$ cat src/rtl/alu_pipe_pkg.sv
// Shared definitions for the ALU pipeline: opcode encoding and control FSM states.
// The opcode enum is also used by the testbench reference model.
package alu_pipe_pkg;

    typedef enum logic [3:0] {
        OP_ADD  = 4'd0,
        OP_SUB  = 4'd1,
        OP_AND  = 4'd2,
        OP_OR   = 4'd3,
        OP_XOR  = 4'd4,
        OP_SLT  = 4'd5,
        OP_SLTU = 4'd6,
        OP_SLL  = 4'd7,
        OP_SRL  = 4'd8,
        OP_SRA  = 4'd9,
        OP_MUL  = 4'd10
    } op_e;

    typedef enum logic [1:0] {
        ST_IDLE = 2'd0,
        ST_MUL  = 2'd1,
        ST_DONE = 2'd2
    } state_e;

endpackage

$ cat src/rtl/alu_pipe_if.sv
// Request/response bus of the ALU pipeline; master drives requests, slave is the ALU.
interface alu_pipe_if #(
    parameter int WIDTH = 32,
    parameter int TAG_W = 4
);
    logic             in_valid;
    logic             in_ready;
    logic [3:0]       in_op;
    logic [WIDTH-1:0] in_a;
    logic [WIDTH-1:0] in_b;
    logic [TAG_W-1:0] in_tag;

    logic             out_valid;
    logic             out_ready;
    logic [WIDTH-1:0] out_y;
    logic             out_z;
    logic             out_n;
    logic             out_c;
    logic             out_v;
    logic             out_err;
    logic [TAG_W-1:0] out_tag;

    modport master (
        output in_valid, in_op, in_a, in_b, in_tag, out_ready,
        input  in_ready, out_valid, out_y, out_z, out_n, out_c, out_v, out_err, out_tag
    );

    modport slave (
        input  in_valid, in_op, in_a, in_b, in_tag, out_ready,
        output in_ready, out_valid, out_y, out_z, out_n, out_c, out_v, out_err, out_tag
    );

endinterface

$ cat src/rtl/alu_mul_iter.sv
// Iterative shift-add multiplier: one partial product per cycle, WIDTH cycles per product.
// Only the low WIDTH bits of the unsigned product are kept.
module alu_mul_iter #(
    parameter int WIDTH = 32
) (
    input  logic             clk,
    input  logic             rst_n,
    input  logic             start,
    input  logic [WIDTH-1:0] a,
    input  logic [WIDTH-1:0] b,
    output logic             busy,
    output logic             done,
    output logic [WIDTH-1:0] product
);
    localparam int CNT_W = $clog2(WIDTH + 1);

    logic [CNT_W-1:0] cnt;
    logic [WIDTH-1:0] mcand;
    logic [WIDTH-1:0] mplier;
    logic [WIDTH-1:0] acc;

    always_ff @(posedge clk or negedge rst_n) begin
        if (!rst_n) begin
            cnt <= '0;
        end else if (start) begin
            cnt <= CNT_W'(WIDTH);
        end else if (busy) begin
            cnt <= cnt - CNT_W'(1);
        end
    end

    // Operand/accumulator registers are pure data; a cleared counter makes them don't-care.
    always_ff @(posedge clk) begin
        if (start) begin
            mcand  <= a;
            mplier <= b;
            acc    <= '0;
        end else if (busy) begin
            if (mplier[0]) begin
                acc <= acc + mcand;
            end
            mcand  <= mcand << 1;
            mplier <= mplier >> 1;
        end
    end

    assign busy    = (cnt != '0);
    assign done    = (cnt == CNT_W'(1));
    assign product = acc;

endmodule

$ cat src/rtl/alu_pipe.sv
// ALU with one registered output stage; single-cycle ops stream at one per cycle,
// MUL is handed to the iterative multiplier and blocks new requests until it retires.
module alu_pipe
    import alu_pipe_pkg::*;
#(
    parameter int WIDTH = 32,
    parameter int TAG_W = 4
) (
    input  logic      clk,
    input  logic      rst_n,
    alu_pipe_if.slave bus
);
    localparam int SH_W = $clog2(WIDTH);

    typedef struct packed {
        logic [WIDTH-1:0] y;
        logic             z;
        logic             n;
        logic             c;
        logic             v;
        logic             err;
    } res_t;

    function automatic res_t pack_res(input logic [WIDTH-1:0] y, input logic c,
                                      input logic v, input logic err);
        res_t r;
        r.y   = y;
        r.z   = (y == '0);
        r.n   = y[WIDTH-1];
        r.c   = c;
        r.v   = v;
        r.err = err;
        return r;
    endfunction

    function automatic res_t alu_eval(input logic [3:0] op, input logic [WIDTH-1:0] a,
                                      input logic [WIDTH-1:0] b);
        logic signed [WIDTH-1:0] sa;
        logic signed [WIDTH-1:0] sb;
        logic        [WIDTH:0]   sum;
        logic        [WIDTH-1:0] y;
        logic        [SH_W-1:0]  sh;
        logic                    c;
        logic                    v;
        logic                    err;
        sa  = a;
        sb  = b;
        sh  = b[SH_W-1:0];
        sum = '0;
        y   = '0;
        c   = 1'b0;
        v   = 1'b0;
        err = 1'b0;
        case (op)
            OP_ADD: begin
                sum = {1'b0, a} + {1'b0, b};
                y   = sum[WIDTH-1:0];
                c   = sum[WIDTH];
                v   = (a[WIDTH-1] == b[WIDTH-1]) && (y[WIDTH-1] != a[WIDTH-1]);
            end
            OP_SUB: begin
                y = a - b;
                c = (a < b);
                v = (a[WIDTH-1] != b[WIDTH-1]) && (y[WIDTH-1] != a[WIDTH-1]);
            end
            OP_AND:  y = a & b;
            OP_OR:   y = a | b;
            OP_XOR:  y = a ^ b;
            OP_SLT:  y = {{(WIDTH-1){1'b0}}, (sa < sb)};
            OP_SLTU: y = {{(WIDTH-1){1'b0}}, (a < b)};
            OP_SLL:  y = a << sh;
            OP_SRL:  y = a >> sh;
            OP_SRA:  y = sa >>> sh;
            // MUL never takes this path; it is retired from the iterative unit.
            default: err = 1'b1;
        endcase
        return pack_res(y, c, v, err);
    endfunction

    state_e           state;
    state_e           state_nxt;
    res_t             res_p0;
    res_t             res_mul;
    res_t             res_p1;
    logic [TAG_W-1:0] tag_mul;
    logic [TAG_W-1:0] tag_p1;
    logic             vld_p1;
    logic             drain_ok;
    logic             accept;
    logic             mul_start;
    logic             load_alu;
    logic             load_mul;
    logic             mul_busy;
    logic             mul_done;
    logic [WIDTH-1:0] product;

    assign drain_ok     = !vld_p1 || bus.out_ready;
    assign bus.in_ready = rst_n && (state == ST_IDLE) && drain_ok;
    assign accept       = bus.in_valid && bus.in_ready;

    alu_mul_iter #(.WIDTH(WIDTH)) u_mul (
        .clk    (clk),
        .rst_n  (rst_n),
        .start  (mul_start),
        .a      (bus.in_a),
        .b      (bus.in_b),
        .busy   (mul_busy),
        .done   (mul_done),
        .product(product)
    );

    always_comb begin
        state_nxt = state;
        mul_start = 1'b0;
        load_alu  = 1'b0;
        load_mul  = 1'b0;
        case (state)
            ST_IDLE: begin
                if (accept) begin
                    if (bus.in_op == OP_MUL) begin
                        mul_start = 1'b1;
                        state_nxt = ST_MUL;
                    end else begin
                        load_alu = 1'b1;
                    end
                end
            end
            ST_MUL: begin
                if (mul_done) begin
                    state_nxt = ST_DONE;
                end
            end
            ST_DONE: begin
                if (drain_ok && !mul_busy) begin
                    load_mul  = 1'b1;
                    state_nxt = ST_IDLE;
                end
            end
            default: state_nxt = ST_IDLE;
        endcase
    end

    always_ff @(posedge clk or negedge rst_n) begin
        if (!rst_n) begin
            state <= ST_IDLE;
        end else begin
            state <= state_nxt;
        end
    end

    always_ff @(posedge clk) begin
        if (mul_start) begin
            tag_mul <= bus.in_tag;
        end
    end

    // Stage p0 -> p1: combinational result into the single output register.
    assign res_p0  = alu_eval(bus.in_op, bus.in_a, bus.in_b);
    assign res_mul = pack_res(product, 1'b0, 1'b0, 1'b0);

    always_ff @(posedge clk or negedge rst_n) begin
        if (!rst_n) begin
            vld_p1 <= 1'b0;
            res_p1 <= '0;
            tag_p1 <= '0;
        end else if (load_alu) begin
            vld_p1 <= 1'b1;
            res_p1 <= res_p0;
            tag_p1 <= bus.in_tag;
        end else if (load_mul) begin
            vld_p1 <= 1'b1;
            res_p1 <= res_mul;
            tag_p1 <= tag_mul;
        end else if (bus.out_ready) begin
            vld_p1 <= 1'b0;
        end
    end

    assign bus.out_valid = vld_p1;
    assign bus.out_y     = res_p1.y;
    assign bus.out_z     = res_p1.z;
    assign bus.out_n     = res_p1.n;
    assign bus.out_c     = res_p1.c;
    assign bus.out_v     = res_p1.v;
    assign bus.out_err   = res_p1.err;
    assign bus.out_tag   = tag_p1;

endmodule

$ cat src/flat_wrapper.sv
// flat-port wrapper written by rule: the top's interface ports become plain ports
module alu_pipe_flat import alu_pipe_pkg::*;
#(
    parameter int WIDTH = 32,
    parameter int TAG_W = 4
)
  (clk, rst_n, bus_in_valid, bus_in_op, bus_in_a, bus_in_b, bus_in_tag, bus_out_ready, bus_in_ready, bus_out_valid, bus_out_y, bus_out_z, bus_out_n, bus_out_c, bus_out_v, bus_out_err, bus_out_tag);
  alu_pipe_if #(.WIDTH(WIDTH), .TAG_W(TAG_W)) bus_i ();
  input  logic clk;
  input  logic rst_n;
  input wire logic [$bits(bus_i.in_valid)-1:0] bus_in_valid;
  input wire logic [$bits(bus_i.in_op)-1:0] bus_in_op;
  input wire logic [$bits(bus_i.in_a)-1:0] bus_in_a;
  input wire logic [$bits(bus_i.in_b)-1:0] bus_in_b;
  input wire logic [$bits(bus_i.in_tag)-1:0] bus_in_tag;
  input wire logic [$bits(bus_i.out_ready)-1:0] bus_out_ready;
  output wire logic [$bits(bus_i.in_ready)-1:0] bus_in_ready;
  output wire logic [$bits(bus_i.out_valid)-1:0] bus_out_valid;
  output wire logic [$bits(bus_i.out_y)-1:0] bus_out_y;
  output wire logic [$bits(bus_i.out_z)-1:0] bus_out_z;
  output wire logic [$bits(bus_i.out_n)-1:0] bus_out_n;
  output wire logic [$bits(bus_i.out_c)-1:0] bus_out_c;
  output wire logic [$bits(bus_i.out_v)-1:0] bus_out_v;
  output wire logic [$bits(bus_i.out_err)-1:0] bus_out_err;
  output wire logic [$bits(bus_i.out_tag)-1:0] bus_out_tag;
  assign bus_i.in_valid = bus_in_valid;
  assign bus_i.in_op = bus_in_op;
  assign bus_i.in_a = bus_in_a;
  assign bus_i.in_b = bus_in_b;
  assign bus_i.in_tag = bus_in_tag;
  assign bus_i.out_ready = bus_out_ready;
  assign bus_in_ready = bus_i.in_ready;
  assign bus_out_valid = bus_i.out_valid;
  assign bus_out_y = bus_i.out_y;
  assign bus_out_z = bus_i.out_z;
  assign bus_out_n = bus_i.out_n;
  assign bus_out_c = bus_i.out_c;
  assign bus_out_v = bus_i.out_v;
  assign bus_out_err = bus_i.out_err;
  assign bus_out_tag = bus_i.out_tag;
  alu_pipe #(.WIDTH(WIDTH), .TAG_W(TAG_W)) u_core (.clk(clk), .rst_n(rst_n), .bus(bus_i));
endmodule
$ cat config.mk
export PLATFORM = sky130hd
export DESIGN_NAME = alu_pipe_flat
export DESIGN_NICKNAME = d
export VERILOG_FILES = /design/src/rtl/alu_pipe_pkg.sv /design/src/rtl/alu_pipe_if.sv /design/src/rtl/alu_mul_iter.sv /design/src/rtl/alu_pipe.sv /design/src/flat_wrapper.sv
export SDC_FILE = /design/constraint.sdc
export NUM_CORES = 1
export LEC_CHECK = 0
export ABC_AREA = 0
export CAP_MARGIN = 20
export CORE_ASPECT_RATIO = 1.4
export CORE_MARGIN = 1
export CORE_UTILIZATION = 36
export CTS_BUF_LIST = sky130_fd_sc_hd__clkbuf_4 sky130_fd_sc_hd__clkbuf_8
export DETAILED_ROUTE_END_ITERATION = 8
export PLACE_DENSITY = 0.55
export SLEW_MARGIN = 20
export SYNTH_ARGS = -nofsm -noshare
export SYNTH_HDL_FRONTEND = slang
export SYNTH_SLANG_ARGS = --single-unit
export TNS_END_PERCENT = 20
$ cat constraint.sdc
create_clock -name clk -period 3.75 [get_ports clk]
set_clock_uncertainty 0.05 [all_clocks]
set_input_delay 0.375 -clock clk [delete_from_list [all_inputs] [get_ports clk]]
set_output_delay 0.375 -clock clk [all_outputs]
set_load 0.01 [all_outputs]
==> metrics, run 1 <==
row count between 90 and 100; largest net degree at the start of global routing between 50 and 60; CTS Root Cell clkbuf_8; Switching Fraction 42.53%; peak supply drop about 0.00038 V; fin. max-slew vios 0; WHS 0.06273 ns; M1 WL ~37 mm; Synth top area share 11.69%; Area Growth Syn to Fin 47.98%; Power Density about 420 nW/um^2; Ys Warns 0; initial core utilization between 30 and 40%; post-synthesis register bit count between 100 and 150; CP max stage cell mux4_2; Final Wtd Congestion around 1.1; IO Count around 120; Worst-Margin Slew 1.129 ns; Nets just over 3000; Cell variety after synth 100; DR DRC count 0; Reg power frac between 20% and 30%; Req. time, crit path a little over 4 ns; internal power ~6200 uW; Seq/Total Area, Yosys between 20 and 25%; Detailed Place HPWL 73.57 mm; Core Util, Final a little over half; area leader, netlist edfxtp_1; grt ovf 0; setup slack after layout -0.1539 ns; final worst-path cycle share 104.1%; Synth area leaders edfxtp_1 (12%), ha_1 (9.6%), mux4_2 (7.1%); post-layout min period roughly 3.9 ns; Max-Cap Viols 0; Buf/Inv on CP 3; TritonCTS clock tree built; P_leak roughly 0.012 uW; max layer used met4; htree depth 4; CTS sink count ~150; Switch Pwr ~4600 uW; Total Power about 11000 uW; Synth Flop Type edfxtp_1; Die Wd roughly 190 um; First-pass DRT Iterations 5; Hold Vio Cnt, Final 0; RSZ-0062 raised after global routing yes; layout filler cell count 4600; crit-path cells dlygate4sd2_1, buf_4, mux4_2, mux2_2, o2bb2ai_1, o31ai_1, buf_4, nand3_2, nor4_4, nand4_1, nor4_4, nand4_1, and4b_1, nand4_1, o41ai_2; Hold Path Class primary input to asynchronous set/reset pin; antenna violations before repair 2; Clk Latency, worst-skew pair ~0.50 ns; Max Freq about 0.26 GHz; full die area 49400 um^2; Most common cell on crit path nand4_1; FFs w/ async S/R, synth about a third; WS Path Type primary input to flip-flop; final setup fails 1; Routed WL per cell 25.86 um; violated checks setup timing; CP Capture Type flip-flop; PortBufs 118; commonest cells in the netlist nand2_1 (256), o21ai_0 (171), a21oi_1 (160), nor2_1 (149), ha_1 (134); status finished, violations left; All-Layer GR Usage 36.18%; DR WL met3 between 4 and 5 mm; cells after synthesis 2151; antenna-violating nets left 0; Initial DRC Count roughly 1700; layout cells sized above 1 36.30%; Vias 20940; Comb pwr share between 50% and 60%; Synthesized Nets 2364; syn avg cell area a little over 8 um^2; Slew HR a little under a quarter; leading cell type by number of instances after synthesis nand2_1; EDFF count, synth roughly 70; Clock transition at path regs around 0.09 ns; CTS buffer count 17; met2 WL between 40 and 50 mm; first-pass GRT wire length 134.1 mm; vias in the first global route roughly 21000; vias per inst between 5 and 6; CTS max path bufs 2; die extent in y 262.6 um; post-synthesis instance area between 15000 and 20000 um^2; core area 47900 um^2; startpoint types primary input; Top Family by Delay on Critical Path simple AND/OR/NAND/NOR gates; CP arrival 4.23 ns; Routed WL ~90 mm; part of the power in the clock network around an eighth; CP max stage delay roughly 0.48 ns; CP max FO 3
## flip-flops by register name (all words and copies together), names as in the netlist
name and count:
u_core.bus.out_err 1, u_core.bus.out_c 1, u_core.bus.out_v 1, u_core.tag_mul 4, u_core.u_mul.cnt 6, u_core.bus.out_tag 4, u_core.bus.out_n 1, u_core.bus.out_z 1
u_core.bus.out_valid 1, u_core.u_mul.mcand 32, u_core.u_mul.product 32, u_core.bus.out_y 31, u_core.state 2, u_core.u_mul.mplier 32
## path summary, 6_finish.rpt
kind	startpoint	slack (ns)	depth (start not counted)	end
max	bus_in_a[21]	-0.15	15	u_core.bus.out_z$_DFFE_PN0P_
min	rst_n	0.06	2	u_core.bus.out_y[7]$_DFFE_PN0P_
max reg2reg	u_core.bus.out_valid$_DFFE_PN0P_	-0.09	13	u_core.bus.out_z$_DFFE_PN0P_
min reg2reg	u_core.u_mul.product[18]$_SDFFE_PP0P_	0.45	2	u_core.u_mul.product[18]$_SDFFE_PP0P_
max in group asynchronous	rst_n	3.09	2	u_core.bus.out_tag[2]$_DFFE_PN0P_
min in group clk	bus_in_b[6]	0.36	4	u_core.u_mul.mplier[6]$_DFFE_PP_
## power by group through the flow
stage	logic (uW)	registers (uW)	clock network (uW)
finish	6380	3090	1330
global route	6960	3160	1420
CTS	6230	3080	1360
detailed placement	6050	3110	0
global placement	5950	3090	0
floorplan	3370	3020	0
## through the flow
step	instances	TNS (ns)	area (um^2)	setup WS, ns
detailed placement	3405	-13.85	24050	-1.417
global placement	3405	-12.77	24050	-1.401
CTS	3473	-0.03551	25300	-0.03551
global route	3493	-0.2345	25830	-0.2085
finish	3496	-0.1539	25840	-0.1539
floorplan	2151	-9.069	17660	-0.3119
## layer usage
metal,track usage [%],vias to the layer above
li1,-,9546
met4,18.28,0
met3,3.619,203
met5,0,-
met2,62.45,862
met1,44.42,10330
## cells in the final DEF, fill, tap and decap left out, drive strengths merged, types with 32 or more instances in the layout
cell / instances
ha: 134
clkdlybuf4s50: 76
edfxtp: 68
nor2: 149
dfrtp: 49
nand2: 256
a211oi: 36
a21oi: 160
mux2: 34
nor3: 46
mux2i: 53
dfxtp: 32
buf: 738
nand3: 44
o21ai: 174
mux4: 62
inv: 119
## worst register-to-register path, stage by stage (launching register included)
cell and delay, ns:
dfrtp_1 0.38, nor2b_1 0.19, nor4b_1 0.32, buf_4 0.23, nand3_2 0.18, and4bb_2 0.38, nand4_1 0.15, nor4_4 0.27
nand4_1 0.28, nor4_4 0.38, nand4_1 0.16, and4b_1 0.35, nand4_1 0.11, o41ai_2 0.31
## final cells by class
| cell class | instances | area (um^2) | share of cell area, % |
|---|---|---|---|
| antenna | 4 | 10.01 | 0.03874 |
| clock buffer | 21 | 270.3 | 1.046 |
| clock inverter | 11 | 125.1 | 0.4843 |
| inverter | 116 | 454.2 | 1.758 |
| multi-input combinational | 1717 | 13320 | 51.54 |
| sequential | 149 | 3909 | 15.13 |
| tap | 630 | 788.3 | 3.051 |
| timing repair buffer | 848 | 6963 | 26.95 |
## repair_timing
item,4_1_cts,5_1_grt
resized for setup,171,95
hold buffers,0,0
endpoints found under the setup margin,15,13
pin swaps,50,47
cloned,0,1
setup buffers,38,18
## cell families after synthesis
logic type,share of synthesized area [%]
buffers and inverters,6.607
xor gates and xnor gates,1.655
DFF,22.39
and+or+nand+nor,18.95
AOI/OAI and AO/OA,27.08
adders and majority gates,9.946
muxes,13.38
(Power assumes the default switching activity.)
==> inputs of run 2 (changes only) <==
--- a/config.mk
+++ b/config.mk
@@ -8,12 +8,12 @@
 export ABC_AREA = 0
 export CAP_MARGIN = 20
 export CORE_ASPECT_RATIO = 1.4
-export CORE_MARGIN = 1
+export CORE_MARGIN = 2
 export CORE_UTILIZATION = 36
 export CTS_BUF_LIST = sky130_fd_sc_hd__clkbuf_4 sky130_fd_sc_hd__clkbuf_8
 export DETAILED_ROUTE_END_ITERATION = 8
 export PLACE_DENSITY = 0.55
-export SLEW_MARGIN = 20
+export SLEW_MARGIN = 10
 export SYNTH_ARGS = -nofsm -noshare
 export SYNTH_HDL_FRONTEND = slang
 export SYNTH_SLANG_ARGS = --single-unit
==> run 2 against run 1 <==
  * The flow still finishes with violations (setup timing)
  * Cell area grew 0.28%
  * Clock-buffer cell count shrank 2
  * Global-route usage shrank 0.24 points
  * Via count shrank 0.32%
  * Critical path type unchanged
==> metrics, run 2 (synthesis gave the netlist of run 1 again) <==
Hold Vio Cnt, Final 0 (unchanged); status finished, violations left; CTS max path bufs 2 (unchanged); Routed WL 91.22 mm (+0.91%); grt ovf 0 (unchanged); placed cell areas 24470 um^2 (+1.8%); CP max FO 6 (+3); pre-CTS WS -1.461 ns (-0.04410 ns); post-layout min period 3.835 ns (-0.06922 ns); CTS buffer count 17 (unchanged); final worst-path cycle share 102.3% (-1.8 points); final setup fails 1 (unchanged); initial core utilization 36.45% (unchanged); vias in the first global route 20880 (-0.23%); All-Layer GR Usage 35.93% (-0.24 points); Routed WL per cell 25.86 um (about the same); full die area 50300 um^2 (+1.8%); Hold Path Class primary input to asynchronous set/reset pin; vias per inst 5.917 (-1.2%); Vias 20870 (-0.32%); WHS 0.03821 ns (-0.02451 ns); first-pass GRT wire length 134.3 mm (+0.21%); peak supply drop 0.0003833 V (+0.31%); Area Growth Syn to Fin 48.38%; TritonCTS clock tree built; First-pass DRT Iterations 5 (unchanged); most frequent cells in the layout buf_4 (731), nand2_1 (252), o21ai_0 (158); row count 95 (unchanged); Die Wd 190.1 um (+1.1%); die extent in y 264.6 um (+0.76%); violated checks setup timing; r2r startpoint u_core.bus.out_valid$_DFFE_PN0P_; fin area 25910 um^2 (+0.28%); CP Capture Type flip-flop; fin. max-slew vios 0 (unchanged); Slew HR 23.48% (-0.18 points); antenna violations before repair 4 (+2); layout filler cell count 4569 (-0.67%); startpoint types primary input; IO Count 119 (unchanged); hold bufs inserted after CTS 0 (unchanged); Clock transition at path regs 0.10 ns (about the same); layout cells sized above 1 36.35% (+0.045 points); core area 47900 um^2 (unchanged); htree depth 4 (unchanged); Max-Cap Viols 0 (unchanged); CP arrival 4.17 ns (-0.06 ns); Initial DRC Count 1571 (-10%); Detailed Place HPWL 74.75 mm (+1.6%); Nets 3097 (+1.1%); Clk Latency, worst-skew pair 0.50 ns (about the same); Final Wtd Congestion 1.025 (-8.6%); antenna-violating nets left 0 (unchanged); PortBufs 118 (unchanged); P_leak 0.01166 uW (+1.1%); Crit. Startpoint bus_in_a[12]; Total Power 10960 uW (+1.4%); CTS sink count 149 (unchanged); total negative slack -0.08468 ns (+0.06922 ns); setup slack after layout -0.08468 ns (+0.06922 ns); RSZ-0062 raised after global routing yes; CTS Root Cell clkbuf_8; largest net degree at the start of global routing 57 (-1.7%); WS Path Type primary input to flip-flop; Max Freq 0.2608 GHz (+1.8%); Req. time, crit path 4.08 ns (about the same); DR DRC count 0 (unchanged); Worst-Margin Slew 1.132 ns (+0.003180 ns); Power Density 422.9 nW/um^2 (+1.1%); most common cell after layout, fill and taps aside buf_4
-- run 2: cell count changes in the layout (fill, tap and decap cells not counted), sizes merged, moves of 3 or more --
cell	delta
buf	+34
clkbuf	-4
clkdlybuf4s15	-4
diode	-3
dlygate4sd2	+11
dlymetal6s2s	-3
-- run 2: worst max-delay path, cell delays in order --
cell and delay, ns:
dlygate4sd2_1 0.43, inv_1 0.16, ha_4 0.33, inv_1 0.08, or4_1 0.52, o211ai_1 0.22, o311ai_0 0.27, a221oi_4 0.41
nand3_2 0.14, nor4_4 0.33, nand4_1 0.12, and4b_2 0.36, nand4_1 0.13, o41ai_2 0.30
-- run 2: worst paths after layout --
check | endpoint | slack [ns] | cells after the start
hold reg to reg | u_core.bus.out_y[26]$_DFFE_PN0P_ | 0.45 | 2
max in group asynchronous | u_core.bus.out_y[30]$_DFFE_PN0P_ | 3.12 | 2
min in group clk | u_core.u_mul.mcand[0]$_SDFFCE_PN0P_ | 0.40 | 4
setup reg to reg | u_core.bus.out_z$_DFFE_PN0P_ | 0.11 | 14
hold / removal | u_core.bus.out_y[7]$_DFFE_PN0P_ | 0.04 | 2
setup / recovery | u_core.bus.out_z$_DFFE_PN0P_ | -0.08 | 14
-- run 2: through the flow --
stage	utilization [%]	cells
after CTS	53.78	3523
after detailed placement	51.09	3459
final	54.09	3528
after floorplan	-	2151
after global placement	51.09	3459
after global routing	54.09	3528
-- run 2: per-layer routing --
| layer | GRT usage, % | vias to the layer above | wire, um |
|---|---|---|---|
| li1 | - | 9598 | - |
| met1 | 43.81 | 10180 | 36420 |
| met2 | 61.81 | 882 | 44180 |
| met3 | 3.800 | 217 | 4887 |
| met4 | 19.51 | 2 | 5718 |
| met5 | 0 | - | 12 |
-- run 2: repair_timing --
item / CTS / global route
pin swaps: 54 / 13
setup buffers: 31 / 4
resized for setup: 192 / 28
cloned: 3 / 0
setup endpoints to repair: 13 / 13
-- run 2: layout make-up --
class	count	area (um^2)	share of cell area, %
multi-input cells	1717	13200	50.93
repair buffers	883	7149	27.59
flip-flops and latches	149	3909	15.09
well taps	630	788.3	3.042
inverters	116	441.7	1.705
clock buffers	19	255.2	0.9852
clock inverters	13	167.7	0.6471
diodes	1	2.502	0.009659
-- run 2: where the power goes --
group          switching, uW  total, uW  internal [uW]
Combinational           3370       6460           3090
Clock                    728       1420            695
Sequential               536       3080           2540
==> inputs of run 3 (changes only) <==
--- a/config.mk
+++ b/config.mk
@@ -6,13 +6,13 @@
 export NUM_CORES = 1
 export LEC_CHECK = 0
 export ABC_AREA = 0
-export CAP_MARGIN = 20
 export CORE_ASPECT_RATIO = 1.4
 export CORE_MARGIN = 2
 export CORE_UTILIZATION = 36
 export CTS_BUF_LIST = sky130_fd_sc_hd__clkbuf_4 sky130_fd_sc_hd__clkbuf_8
 export DETAILED_ROUTE_END_ITERATION = 8
 export PLACE_DENSITY = 0.55
+export SKIP_CTS_REPAIR_TIMING = 1
 export SLEW_MARGIN = 10
 export SYNTH_ARGS = -nofsm -noshare
 export SYNTH_HDL_FRONTEND = slang
==> run 3 against run 2 <==
  * The run still ends with setup timing left
  * Routed wire length decreased by 0.42%
  * Die area unchanged
  * Global-route usage decreased by 0.57 points
  * Core utilization increased by 0.53 points
  * Sequential power about the same
  * Final cell count decreased by 0.20%
  * Clock power about the same
  * Power increased by 0.31%
==> metrics, run 3 (synthesis gave the netlist of run 1 again) <==
vias in the first global route 20470 (-2.0%); layout cells sized above 1 36.83% (+0.48 points); final worst-path cycle share 102.5% (+0.26 points); die extent in y 264.6 um (unchanged); Area Growth Syn to Fin 49.85%; Max Freq 0.2601 GHz (-0.25%); Hold Vio Cnt, Final 0 (unchanged); RSZ-0062 raised after global routing yes; Routed WL per cell 25.80 um (-0.22%); CP arrival 4.19 ns (+0.02 ns); Final Wtd Congestion 1.025 (unchanged); Req. time, crit path 4.09 ns (about the same); most frequent cells in the layout buf_4 (722), nand2_1 (254), o21ai_0 (155); part of the power in the clock network 13.0% (about the same); row count 95 (unchanged); most common cell after layout, fill and taps aside buf_4; All-Layer GR Usage 35.37% (-0.57 points); TritonCTS clock tree built; Initial DRC Count 1510 (-3.9%); First-pass DRT Iterations 6 (+1); post-layout min period 3.844 ns (+0.009624 ns); Clk Latency, worst-skew pair 0.50 ns (about the same); Switching Fraction 42.36% (about the same); first-pass GRT wire length 132.1 mm (-1.7%); crit-path cells buf_6, inv_1, ha_2, fa_2, or2_4, a21o_1, a221o_1, a211oi_2, nand4_1, nor4_4, nand4_1, nor4_4, nand4_1, and4b_2, nand4_1, o41ai_2; IO Count 119 (unchanged); CTS Root Cell clkbuf_8; Most common cell on crit path nand4_1; fin area 26160 um^2 (+0.99%); Worst-Margin Slew 1.081 ns (-0.05147 ns); Slew HR 26.93% (+3.4 points); Vias 20800 (-0.37%); full die area 50300 um^2 (unchanged); grt ovf 0 (unchanged); htree depth 4 (unchanged); R2R Setup Slk -0.02 ns (-0.13 ns); Routed WL 90.84 mm (-0.42%); CP max stage cell nor4_4; CTS max path bufs 2 (unchanged); Detailed Place HPWL 74.75 mm (unchanged); startpoint types primary input; P_leak 0.01192 uW (+2.3%); violated checks setup timing; Hold Path Class primary input to asynchronous set/reset pin; Comb pwr share 59.1% (about the same); CP max FO 3 (-3); WS Path Type primary input to flip-flop; Power Density 420.1 nW/um^2 (-0.67%); core area 47900 um^2 (unchanged); CP max stage delay 0.39 ns (-0.13 ns); Max-Cap Viols 0 (unchanged); Core Util, Final 54.62% (+0.53 points); largest net degree at the start of global routing 57 (unchanged); status finished, violations left; Switch Pwr 4656 uW (+0.38%); CP Capture Type flip-flop; antenna-violating nets left 0 (unchanged); PortBufs 118 (unchanged); setup slack after layout -0.09430 ns (-0.009624 ns); Top Family by Delay on Critical Path simple AND/OR/NAND/NOR gates; peak supply drop 0.0003852 V (+0.48%); pre-CTS WS -1.461 ns (unchanged); placed cell areas 24470 um^2 (unchanged); Clock transition at path regs 0.10 ns (about the same); CTS sink count 149 (unchanged); CTS buffer count 17 (unchanged); internal power 6336 uW (+0.26%); Nets 3089 (-0.26%); final setup fails 1 (unchanged); vias per inst 5.906 (-0.18%); layout filler cell count 4525 (-0.96%); Die Wd 190.1 um (unchanged); initial core utilization 36.45% (unchanged); antenna violations before repair 4 (unchanged); Buf/Inv on CP 2 (-1); fin. max-slew vios 0 (unchanged); Reg power frac 28.0% (about the same); DR DRC count 0 (unchanged)
[run 3: path summary, 6_finish.rpt]
kind,from,endpoint,cells past startpoint
max,bus_in_a[0],u_core.bus.out_z$_DFFE_PN0P_,16
min,rst_n,u_core.bus.out_y[7]$_DFFE_PN0P_,2
max reg2reg,u_core.bus.out_valid$_DFFE_PN0P_,u_core.bus.out_z$_DFFE_PN0P_,14
min reg2reg,u_core.bus.out_y[26]$_DFFE_PN0P_,u_core.bus.out_y[26]$_DFFE_PN0P_,2
max in group asynchronous,rst_n,u_core.bus.out_y[30]$_DFFE_PN0P_,2
min in group clk,bus_in_b[9],u_core.u_mul.mplier[9]$_DFFE_PP_,3
[run 3: power by group through the flow]
| stage | registers (uW) | logic [uW] | clock network (uW) |
|---|---|---|---|
| after detailed placement | 3100 | 6170 | 0 |
| after floorplan | 3020 | 3370 | 0 |
| after global routing | 3150 | 7040 | 1510 |
| final | 3080 | 6490 | 1420 |
| after global placement | 3080 | 6080 | 0 |
| after CTS | 3070 | 6210 | 1450 |
[run 3: worst register-to-register path, delay by kind of cell, from the launching register on]
kind / cells / cell delay (ns)
AND/OR/NAND/NOR: 11 / 2.59
flip-flops: 1 / 0.38
buffers and inverters: 2 / 0.35
AO/OA/AOI/OAI: 1 / 0.30
[run 3: area by class of cell]
type / count / area, um^2 / area share [%]
Tap cell: 630 / 788.3 / 3.013
Multi-Input combinational cell: 1717 / 13360 / 51.05
Antenna cell: 2 / 5.005 / 0.01913
Inverter: 116 / 447.9 / 1.712
Timing Repair Buffer: 875 / 7233 / 27.65
Sequential cell: 149 / 3909 / 14.94
Clock inverter: 13 / 167.7 / 0.6408
Clock buffer: 19 / 255.2 / 0.9756
[run 3: metal layers]
metal | wire length [um] | global-route usage, % | share of wire, % | up-vias
li1 | - | - | - | 9570
met1 | 36710 | 43.40 | 40 | 10110
met2 | 43390 | 59.81 | 48 | 878
met3 | 4686 | 4.078 | 5.2 | 235
met4 | 6051 | 20.13 | 6.7 | 0
met5 | 0 | 0 | 0 | -
[run 3: metrics by stage]
step           total power [uW]  hold slack [ns]  setup TNS [ns]  std cells
2_1_floorplan              6382          0.02941          -9.069       2151
3_3_place_gp               9154           0.4295          -12.45       3459
4_1_cts                   10730          0.07844          -3.834       3491
3_5_place_dp               9274           0.4336          -13.57       3459
6_report                  10990          0.03448        -0.09430       3521
5_1_grt                   11710          0.08728         -0.1699       3520
